--- src/rtl/muldiv_sequencer.sv ---
// muldiv_sequencer: sequences the shared multi-cycle mult/div units and owns
// the HI/LO writeback strobe. A one-cycle start from the control unit becomes
// an init pulse, a fixed-length run and a single hl_load/done cycle.
// A divide-by-zero is caught before the divider is ever started.
//
// Optional build macro: MULDIV_BACK2BACK_EN. When defined, a start arriving
// during the WRITE cycle is accepted directly, so back-to-back ops skip IDLE.
//
// Handshake: start_mult/start_div are single-cycle requests sampled only
// while the sequencer can accept them (IDLE, plus WRITE with the macro).
// There is no ready signal. The control unit must hold off while busy is
// high, and any request made while busy outside the accept window is dropped.
// Every output is a flop (Moore). state_dbg mirrors the FSM state.
module muldiv_sequencer #(
   parameter int MULT_CYCLES = 32,
   parameter int DIV_CYCLES  = 32,
   parameter int CNT_W       = 6
) (
   input  logic        clk,
   input  logic        reset,
   input  logic        start_mult,
   input  logic        start_div,
   input  logic        div_src_mdr,
   input  logic [31:0] divisor,
   input  logic        flush,
   output logic        mult_init,
   output logic        div_init,
   output logic        div_src_sel,
   output logic        hilo_sel,
   output logic        hl_load,
   output logic        busy,
   output logic        done,
   output logic        div_zero,
   output logic [2:0]  state_dbg
);

   typedef enum logic [2:0] {
      IDLE     = 3'd0,
      MULT_RUN = 3'd1,
      DIV_RUN  = 3'd2,
      WRITE    = 3'd3,
      DZ       = 3'd4
   } state_t;

   state_t           state, state_nxt;
   logic [CNT_W-1:0] cnt, cnt_nxt;
   logic             hilo_sel_nxt;
   logic             div_src_sel_nxt;
   logic             start_window;

`ifdef MULDIV_BACK2BACK_EN
   assign start_window = (state == IDLE) || (state == WRITE);
`else
   assign start_window = (state == IDLE);
`endif

   assign state_dbg = state;

   // Next-state, run counter and held selector values.
   always_comb begin
      state_nxt       = state;
      cnt_nxt         = cnt;
      hilo_sel_nxt    = hilo_sel;
      div_src_sel_nxt = div_src_sel;
      if (flush && (state != IDLE)) begin
         // Abort outranks both counter expiry and any start in this cycle.
         state_nxt = IDLE;
      end else begin
         case (state)
            MULT_RUN, DIV_RUN: begin
               if (cnt == '0) begin
                  state_nxt = WRITE;
               end else begin
                  cnt_nxt = cnt - 1'b1;
               end
            end
            WRITE, DZ: state_nxt = IDLE;
            default:   state_nxt = IDLE;
         endcase
         if (start_window) begin
            // Mult wins a simultaneous request; the div request is dropped.
            if (start_mult) begin
               state_nxt    = MULT_RUN;
               cnt_nxt      = CNT_W'(MULT_CYCLES - 1);
               hilo_sel_nxt = 1'b1;
            end else if (start_div) begin
               if (divisor == '0) begin
                  state_nxt = DZ;
               end else begin
                  state_nxt       = DIV_RUN;
                  cnt_nxt         = CNT_W'(DIV_CYCLES - 1);
                  hilo_sel_nxt    = 1'b0;
                  div_src_sel_nxt = div_src_mdr;
               end
            end
         end
      end
   end

   // State, counter and registered outputs decoded from the next state.
   always_ff @(posedge clk or negedge reset) begin
      if (!reset) begin
         state       <= IDLE;
         cnt         <= '0;
         mult_init   <= 1'b0;
         div_init    <= 1'b0;
         div_src_sel <= 1'b0;
         hilo_sel    <= 1'b0;
         hl_load     <= 1'b0;
         busy        <= 1'b0;
         done        <= 1'b0;
         div_zero    <= 1'b0;
      end else begin
         state       <= state_nxt;
         cnt         <= cnt_nxt;
         mult_init   <= (state_nxt == MULT_RUN) && (state != MULT_RUN);
         div_init    <= (state_nxt == DIV_RUN) && (state != DIV_RUN);
         div_src_sel <= div_src_sel_nxt;
         hilo_sel    <= hilo_sel_nxt;
         hl_load     <= (state_nxt == WRITE);
         done        <= (state_nxt == WRITE);
         busy        <= (state_nxt != IDLE);
         div_zero    <= (state_nxt == DZ);
      end
   end

endmodule
--- config.mk ---
export PLATFORM = sky130hd
export DESIGN_NAME = muldiv_sequencer
export DESIGN_NICKNAME = d
export VERILOG_FILES = /design/src/rtl/muldiv_sequencer.sv
export SDC_FILE = /design/constraint.sdc
export NUM_CORES = 1
export LEC_CHECK = 0
export ABC_CLOCK_PERIOD_IN_PS = 1700
export CAP_MARGIN = 10
export CORE_MARGIN = 4
export CORE_UTILIZATION = 33
export CTS_CLUSTER_DIAMETER = 80
export DETAILED_ROUTE_END_ITERATION = 16
export HOLD_SLACK_MARGIN = 0.1
export PLACE_DENSITY = 0.74
export RECOVER_POWER = 50
export SYNTH_ARGS = -nofsm -noshare
export SYNTH_HDL_FRONTEND = slang
export SYNTH_SLANG_ARGS = --single-unit
export TNS_END_PERCENT = 30
--- constraint.sdc ---
create_clock -name clk -period 1.7 [get_ports clk]
set_input_delay 0.34 -clock clk [delete_from_list [all_inputs] [get_ports clk]]
set_output_delay 0.34 -clock clk [all_outputs]
set_load 0.03 [all_outputs]
==> results of run 1 <==
-- worst reg2reg max path: stages (launching register included) --
cell and delay (ns):
dfrtp_2 0.45, nand2b_1 0.17, a21o_1 0.22, or4_1 0.49, a31o_1 0.24
-- area by class of cell --
class | count | area share [%]
repair buffers | 66 | 38.8
flip-flops and latches | 16 | 25.3
clock buffers | 4 | 2.27
multi-input cells | 60 | 30.4
well taps | 30 | 2.35
inverters | 4 | 0.938
-- power groups by stage --
stage | Clock [mW] | Sequential [mW] | Combinational (mW)
after CTS | 0.259 | 0.547 | 0.728
final | 0.249 | 0.547 | 0.735
after global placement | 0 | 0.540 | 0.735
after floorplan | 0 | 0.658 | 0.247
after global routing | 0.280 | 0.558 | 0.789
after detailed placement | 0 | 0.549 | 0.750
-- metrics by stage --
| stage | hold slack (ns) | TNS, ns |
|---|---|---|
| floorplan | 0.0444 | 0 |
| global placement | 0.500 | -2.13 |
| detailed placement | 0.526 | -2.85 |
| CTS | 0.372 | 0 |
| global route | 0.580 | -0.194 |
| finish | 0.563 | -0.0299 |
-- routing by layer --
metal,global-route usage [%],vias to the layer above
met5,0,-
met1,15.0,463
met3,7.68,8
met4,10.3,0
met2,31.9,53
li1,-,443
-- repair_timing --
| item | in CTS | in global routing |
|---|---|---|
| hold buffers | 0 | 0 |
| buffers inserted | 0 | 3 |
| pin swaps | 0 | 12 |
| setup endpoints to repair | 10 | 11 |
| resized for setup | 7 | 25 |
-- placed cells by master, fill, tap and decap left out, types with 3 or more instances in the layout --
cell type / netlist / layout
buf_4: 1 / 17
inv_1: 4 / 4
clkbuf_1: 0 / 3
clkdlybuf4s50_1: 0 / 29
nand2b_1: 4 / 4
clkbuf_4: 0 / 3
nand2_1: 5 / 5
dfrtp_2: 0 / 3
xnor2_1: 3 / 3
nor4_2: 1 / 8
dfrtp_1: 16 / 13
nor4_1: 12 / 4
dlymetal6s2s_1: 0 / 11
dlygate4sd2_1: 0 / 5
-- state kept, by name, summed over array words and instances, names as in the netlist --
signal and count:
mult_init 1, div_src_sel 1, div_init 1, cnt 6, done 1, busy 1
div_zero 1, state_dbg 3, hilo_sel 1
-- worst max path at each step --
stage,start,to,cells after the start
2_1_floorplan,state_dbg[2]$_DFF_PN0_,cnt[3]$_DFFE_PN0N_,5
6_report,divisor[25],state_dbg[2]$_DFF_PN0_,6
3_5_place_dp,divisor[6],cnt[1]$_DFFE_PN0N_,7
5_1_grt,divisor[25],div_src_sel$_DFFE_PN0P_,6
4_1_cts,divisor[6],cnt[1]$_DFFE_PN0N_,7
3_3_place_gp,divisor[6],cnt[1]$_DFFE_PN0N_,7
-- kinds of logic (layout without fill, tap and decap cells) --
group / count (synthesis) / after routing / synth area share, %
compound gates: 13 / 13 / 11.1
fa+ha+maj: 2 / 2 / 2.97
mux: 1 / 1 / 1.78
flops: 16 / 16 / 47.5
xor+xnor: 3 / 3 / 3.12
simple gates: 41 / 41 / 30.8
buf+inv: 5 / 74 / 2.67
==> run_results.csv, run 1 <==
group,metric,value,unit
global_route,grt_pass1_vias,1114,
setup_path,slowest_stage,"clkdlybuf4s50_1",
die,die-area,3420,um2
setup_path,reg2reg_slack,0.02,ns
routing,via_per_inst,5.37,
routing,wl_per_cell,16.3,um
power,power_frac_seq,35.7,%
setup_path,arrival,1.87,ns
logic_synthesis,yosys_most_used_dff,"dfrtp_1",
routing,met1_length,1.00,mm
placed_design,pre_cts_ws,-0.344,ns
final_layout,postLayoutCoreUtil,65.2,%
min_path,hold_depth,1,
logic_synthesis,syn-instance-count,81,
min_path,min_path_type,"reg2reg",
final_layout,layout.nets,191,
logic_synthesis,ys_seq_area_share,47.5,%
sta,rsz0062_at_grt,"true",
routing,wl_met2,1.52,mm
logic_synthesis,ys_seq_elements,16,
logic_synthesis,synthesis.nets,121,
routing,initialDrtViolationCount,8,
setup_path,path_delay_family,"simple AND/OR/NAND/NOR gates",
sta,fin_ws,-0.0299,ns
logic_synthesis,yosysWarnings,0,
setup_path,r2r_cells,4,
routing,wl_met3,321,um
sta,hold_viol,0,
die,initial_utilization,34.3,%
die,ios,49,
job,maxCapViolations,0,
sta,relSlewSlack,41.0,%
setup_path,end_kind,"register",
power,p_leak,0.761,nW
placed_design,placed_area,1470,um2
routing,num_vias,967,
final_layout,final_cells,180,
routing,drt_first_pass_iters,4,
cts,clk_pin_slew_worst_paths,0.10,ns
logic_synthesis,syn_area,842,um2
setup_path,critPathBufInv,3,
cts,cts_tree,"done",
sta,finalCritPeriodShare,102,%
routing,top_layer,"met4",
die,core-area,2450,um2
power,pwr-share-comb,48.0,%
sta,fin_worst_skew,0.00327,ns
placed_design,dp_cells,173,
cts,clkLatencyLatePin,0.28,ns
final_layout,fillers,194,
setup_path,start_kind,"primary input",
logic_synthesis,synth.most_common_cell,"dfrtp_1",
final_layout,n_antenna_cell,0,
global_route,grt_max_degree,17,
cts,cts_root_buffer,"clkbuf_4",
power,powerDensity,957,nW/um2
setup_path,worstPathMaxFanout,2,
logic_synthesis,synthTopCellsByCount,"16 x dfrtp_1, 12 x nor4_1, 5 x nand2_1",
die,die_height,58.5,um
placed_design,dp_hpwl,2.29,mm
setup_path,cpPeakStageDelay,0.41,ns
logic_synthesis,synth.area.top_cells,"dfrtp_1 48%, nor4_1 8.9%, xnor2_1 3.1%",
cts,htreeDepth,1,
final_layout,syn2layout_area_growth,90.0,%
placed_design,gp_congestion,0.837,
logic_synthesis,synthArstFlopShare,100,%
final_layout,multi_input_area,487,um2
global_route,grt-ovfl-total,0,
setup_path,critPathMostFrequentCell,"buf_4",
sta,fin_crit,1.73,ns
final_layout,regArea,404,um2
setup_path,required,1.85,ns
sta,max_freq,578,MHz
final_layout,drive_gt1_share,26.0,%
min_path,worstHoldStart,"div_src_sel$_DFFE_PN0P_",
setup_path,crit_chain,"clkdlybuf4s50_1, nor4_2, nand4_1, buf_4, buf_4, nor4_1",
cts,numCtsBuffers,3,
final_layout,fin_area,1600,um2
power,ir_drop,0.550,mV
routing,wirelength,2.93,mm
power,p_switching,0.578,mW
global_route,grt_pass1_wl,4.40,mm
logic_synthesis,yosysTopAreaCell,"dfrtp_1",
global_route,grt_use_total,17.2,%
die,die_w,58.5,um
sta,worstMarginPinSlew,0.884,ns
cts,ctsLongestPathBuffers,2,
logic_synthesis,yosys.area.top_type_share,47.5,%
sta,report.final.slew_viol_count,0,
power,intPower,0.953,mW
placed_design,io_buffer_count,48,
logic_synthesis,yosys.cell_types.count,31,
sta,setup_viol,1,
logic_synthesis,avgSynthCellArea,10.4,um2
global_route,antenna_found_initial,0,
setup_path,crit-reg2reg-capture,"cnt[5]$_DFFE_PN0N_",
power,clock_power_share,16.3,%
outcome,status,"finished, violations left",
die,rows,18,
power,p_sw_share,37.7,%
setup_path,crit_type,"in2reg",
routing,ant_nets,0,
routing,drc,0,
cts,cts_sinks,16,
outcome,violations,"setup timing",
logic_synthesis,synth-edff-count,0,
min_path,min_to,"div_src_sel$_DFFE_PN0P_",
power,power.total,1.53,mW
setup_path,rr_startpoint,"state_dbg[0]$_DFF_PN0_",
Note: power is estimated with default switching activity, not from simulation.
==> run 2: changes to the inputs <==
- CORE_MARGIN: 4 -> 2
- GPL_ROUTABILITY_DRIVEN: default -> 0
- SLEW_MARGIN: default -> 10
==> run 2 against run 1 <==
Effect of this change:
- the flow still finishes with violations (setup timing)
- total power grew 1.7%
- worst hold slack lost 0.019 ns
- critical path depth is the same
- clock skew grew 0.0014 ns
- sequential share of layout area grew 0.26 points
- critical path type unchanged
- critical endpoint is now div_src_sel$_DFFE_PN0P_
- highest routed layer is now met3
==> run_results.csv, run 2 (same netlist as run 1, synthesis figures left out) <==
group,metric,value,unit
cts,cts_tree,"done",
sta,hold_viol,0,
global_route,grt_use_total,18.5,%
final_layout,final_cells,177,
setup_path,start_kind,"primary input",
final_layout,largest_reg_flops,6,
routing,ant_nets,0,
cts,clkLatencyLatePin,0.28,ns
setup_path,r2r_cells,4,
cts,cts_root_buffer,"clkbuf_4",
min_path,worstHoldStart,"div_src_sel$_DFFE_PN0P_",
power,intPower,0.985,mW
routing,num_vias,904,
sta,setup_viol,1,
setup_path,arrival,1.88,ns
die,die_w,54.5,um
sta,totalNegativeSetupSlack,-0.00944,ns
die,die-area,2970,um2
final_layout,layout_commonest_cell,"clkdlybuf4s50_1",
sta,relSlewSlack,42.9,%
power,power_frac_seq,35.2,%
placed_design,io_buffer_count,48,
setup_path,reg2reg_slack,0.01,ns
placed_design,dp_cells,170,
setup_path,rr_startpoint,"state_dbg[0]$_DFF_PN0_",
cts,ctsLongestPathBuffers,2,
cts,clk_pin_slew_worst_paths,0.09,ns
final_layout,most-common-layout-cells,"35 x clkdlybuf4s50_1, 13 x buf_4, 12 x dfrtp_1",
outcome,status,"finished, violations left",
final_layout,syn2layout_area_growth,88.7,%
placed_design,dp_hpwl,2.05,mm
sta,worstMarginPinSlew,0.857,ns
final_layout,fin_area,1590,um2
power,powerDensity,980,nW/um2
routing,wirelength,2.57,mm
sta,max_freq,585,MHz
routing,initialDrtViolationCount,9,
setup_path,crit_type,"in2reg",
sta,fin_ws,-0.00944,ns
final_layout,n_antenna_cell,0,
routing,via_per_inst,5.11,
die,die_height,54.5,um
cts,numCtsBuffers,3,
outcome,violations,"setup timing",
die,ios,49,
power,pwr-share-comb,49.0,%
setup_path,end_kind,"register",
setup_path,required,1.87,ns
sta,rsz0062_at_grt,"true",
power,p_sw_share,36.8,%
power,ir_drop,0.725,mV
sta,fin_worst_skew,0.00467,ns
placed_design,placed_area,1450,um2
placed_design,pre_cts_ws,-0.297,ns
final_layout,layout.nets,188,
min_path,min_path_type,"reg2reg",
global_route,grt_pass1_wl,3.82,mm
sta,finalCritPeriodShare,101,%
die,core-area,2450,um2
global_route,grt_max_degree,17,
global_route,grt_pass1_vias,916,
power,p_leak,0.732,nW
die,rows,18,
final_layout,drive_gt1_share,23.8,%
sta,holdWs,0.544,ns
final_layout,max_flop_register,"cnt",
global_route,grt-ovfl-total,0,
cts,htreeDepth,1,
routing,drc,0,
global_route,antenna_found_initial,0,
setup_path,crit-reg2reg-capture,"cnt[5]$_DFFE_PN0N_",
sta,fin_crit,1.71,ns
cts,cts_sinks,16,
job,maxCapViolations,0,
sta,report.final.slew_viol_count,0,
power,clock_power_share,15.8,%
die,initial_utilization,34.3,%
setup_path,worstPathMaxFanout,3,
routing,wl_per_cell,14.5,um
min_path,hold_depth,1,
min_path,min_to,"div_src_sel$_DFFE_PN0P_",
power,p_switching,0.572,mW
routing,drt_first_pass_iters,4,
[run 2: cell count changes in the layout (fill, tap and decap cells not counted), moves of 3 or more]
cell,before,now
nor4_2,8,5
nor4_1,4,7
buf_4,17,13
clkdlybuf4s50_1,29,35
dlymetal6s2s_1,11,8
[run 2: per-layer routing]
metal	wire, um	vias up	GRT usage [%]	share of wire, %
li1	-	438	-	-
met1	1010	420	20.3	39
met2	1280	46	31.5	50
met3	281	0	8.47	11
met4	0	0	6.25	0
met5	0	-	0	0
[run 2: what timing repair did]
action / in CTS / in global routing
resized for setup: 4 / 21
pin swaps: 0 / 4
endpoints found under the setup margin: 4 / 13
hold buffers: 0 / 0
setup buffers: 0 / 3
[run 2: power by group through the flow]
stage               registers (mW)  clock network, mW  logic (mW)
global placement             0.544                  0       0.704
floorplan                    0.658                  0       0.247
detailed placement           0.547                  0       0.722
finish                       0.548              0.245       0.764
CTS                          0.540              0.260       0.717
global route                 0.556              0.282       0.820
[run 2: worst max-delay path, stage by stage]
cell and delay [ns]:
clkdlybuf4s50_1 0.40, nor4_1 0.29, nand4_1 0.19, nor2_2 0.20, or3_4 0.16, mux2_4 0.29
[run 2: through the flow]
stage               utilization [%]  total power, mW
finish                         64.7             1.56
CTS                            60.2             1.52
global placement               58.9             1.25
detailed placement             58.9             1.27
floorplan                         -            0.905
global route                   64.7             1.66
[run 2: worst max-delay path by stage]
stage / end / start / slack (ns) / cells after the start
floorplan: cnt[3]$_DFFE_PN0N_ / state_dbg[2]$_DFF_PN0_ / 0.01 / 5
global placement: div_src_sel$_DFFE_PN0P_ / divisor[25] / -0.28 / 6
detailed placement: div_src_sel$_DFFE_PN0P_ / divisor[5] / -0.30 / 6
CTS: cnt[4]$_DFFE_PN0N_ / cnt[2]$_DFFE_PN0N_ / 0.0008 / 5
global route: div_src_sel$_DFFE_PN0P_ / divisor[9] / -0.12 / 6
finish: div_src_sel$_DFFE_PN0P_ / divisor[9] / -0.009 / 6
[run 2: area by class of cell]
class | count | area [um2]
multi-input combinational | 60 | 487
inverter | 4 | 15.0
sequential | 16 | 405
timing repair buffer | 63 | 608
clock buffer | 4 | 36.3
fill | 198 | 866
tap | 30 | 37.5
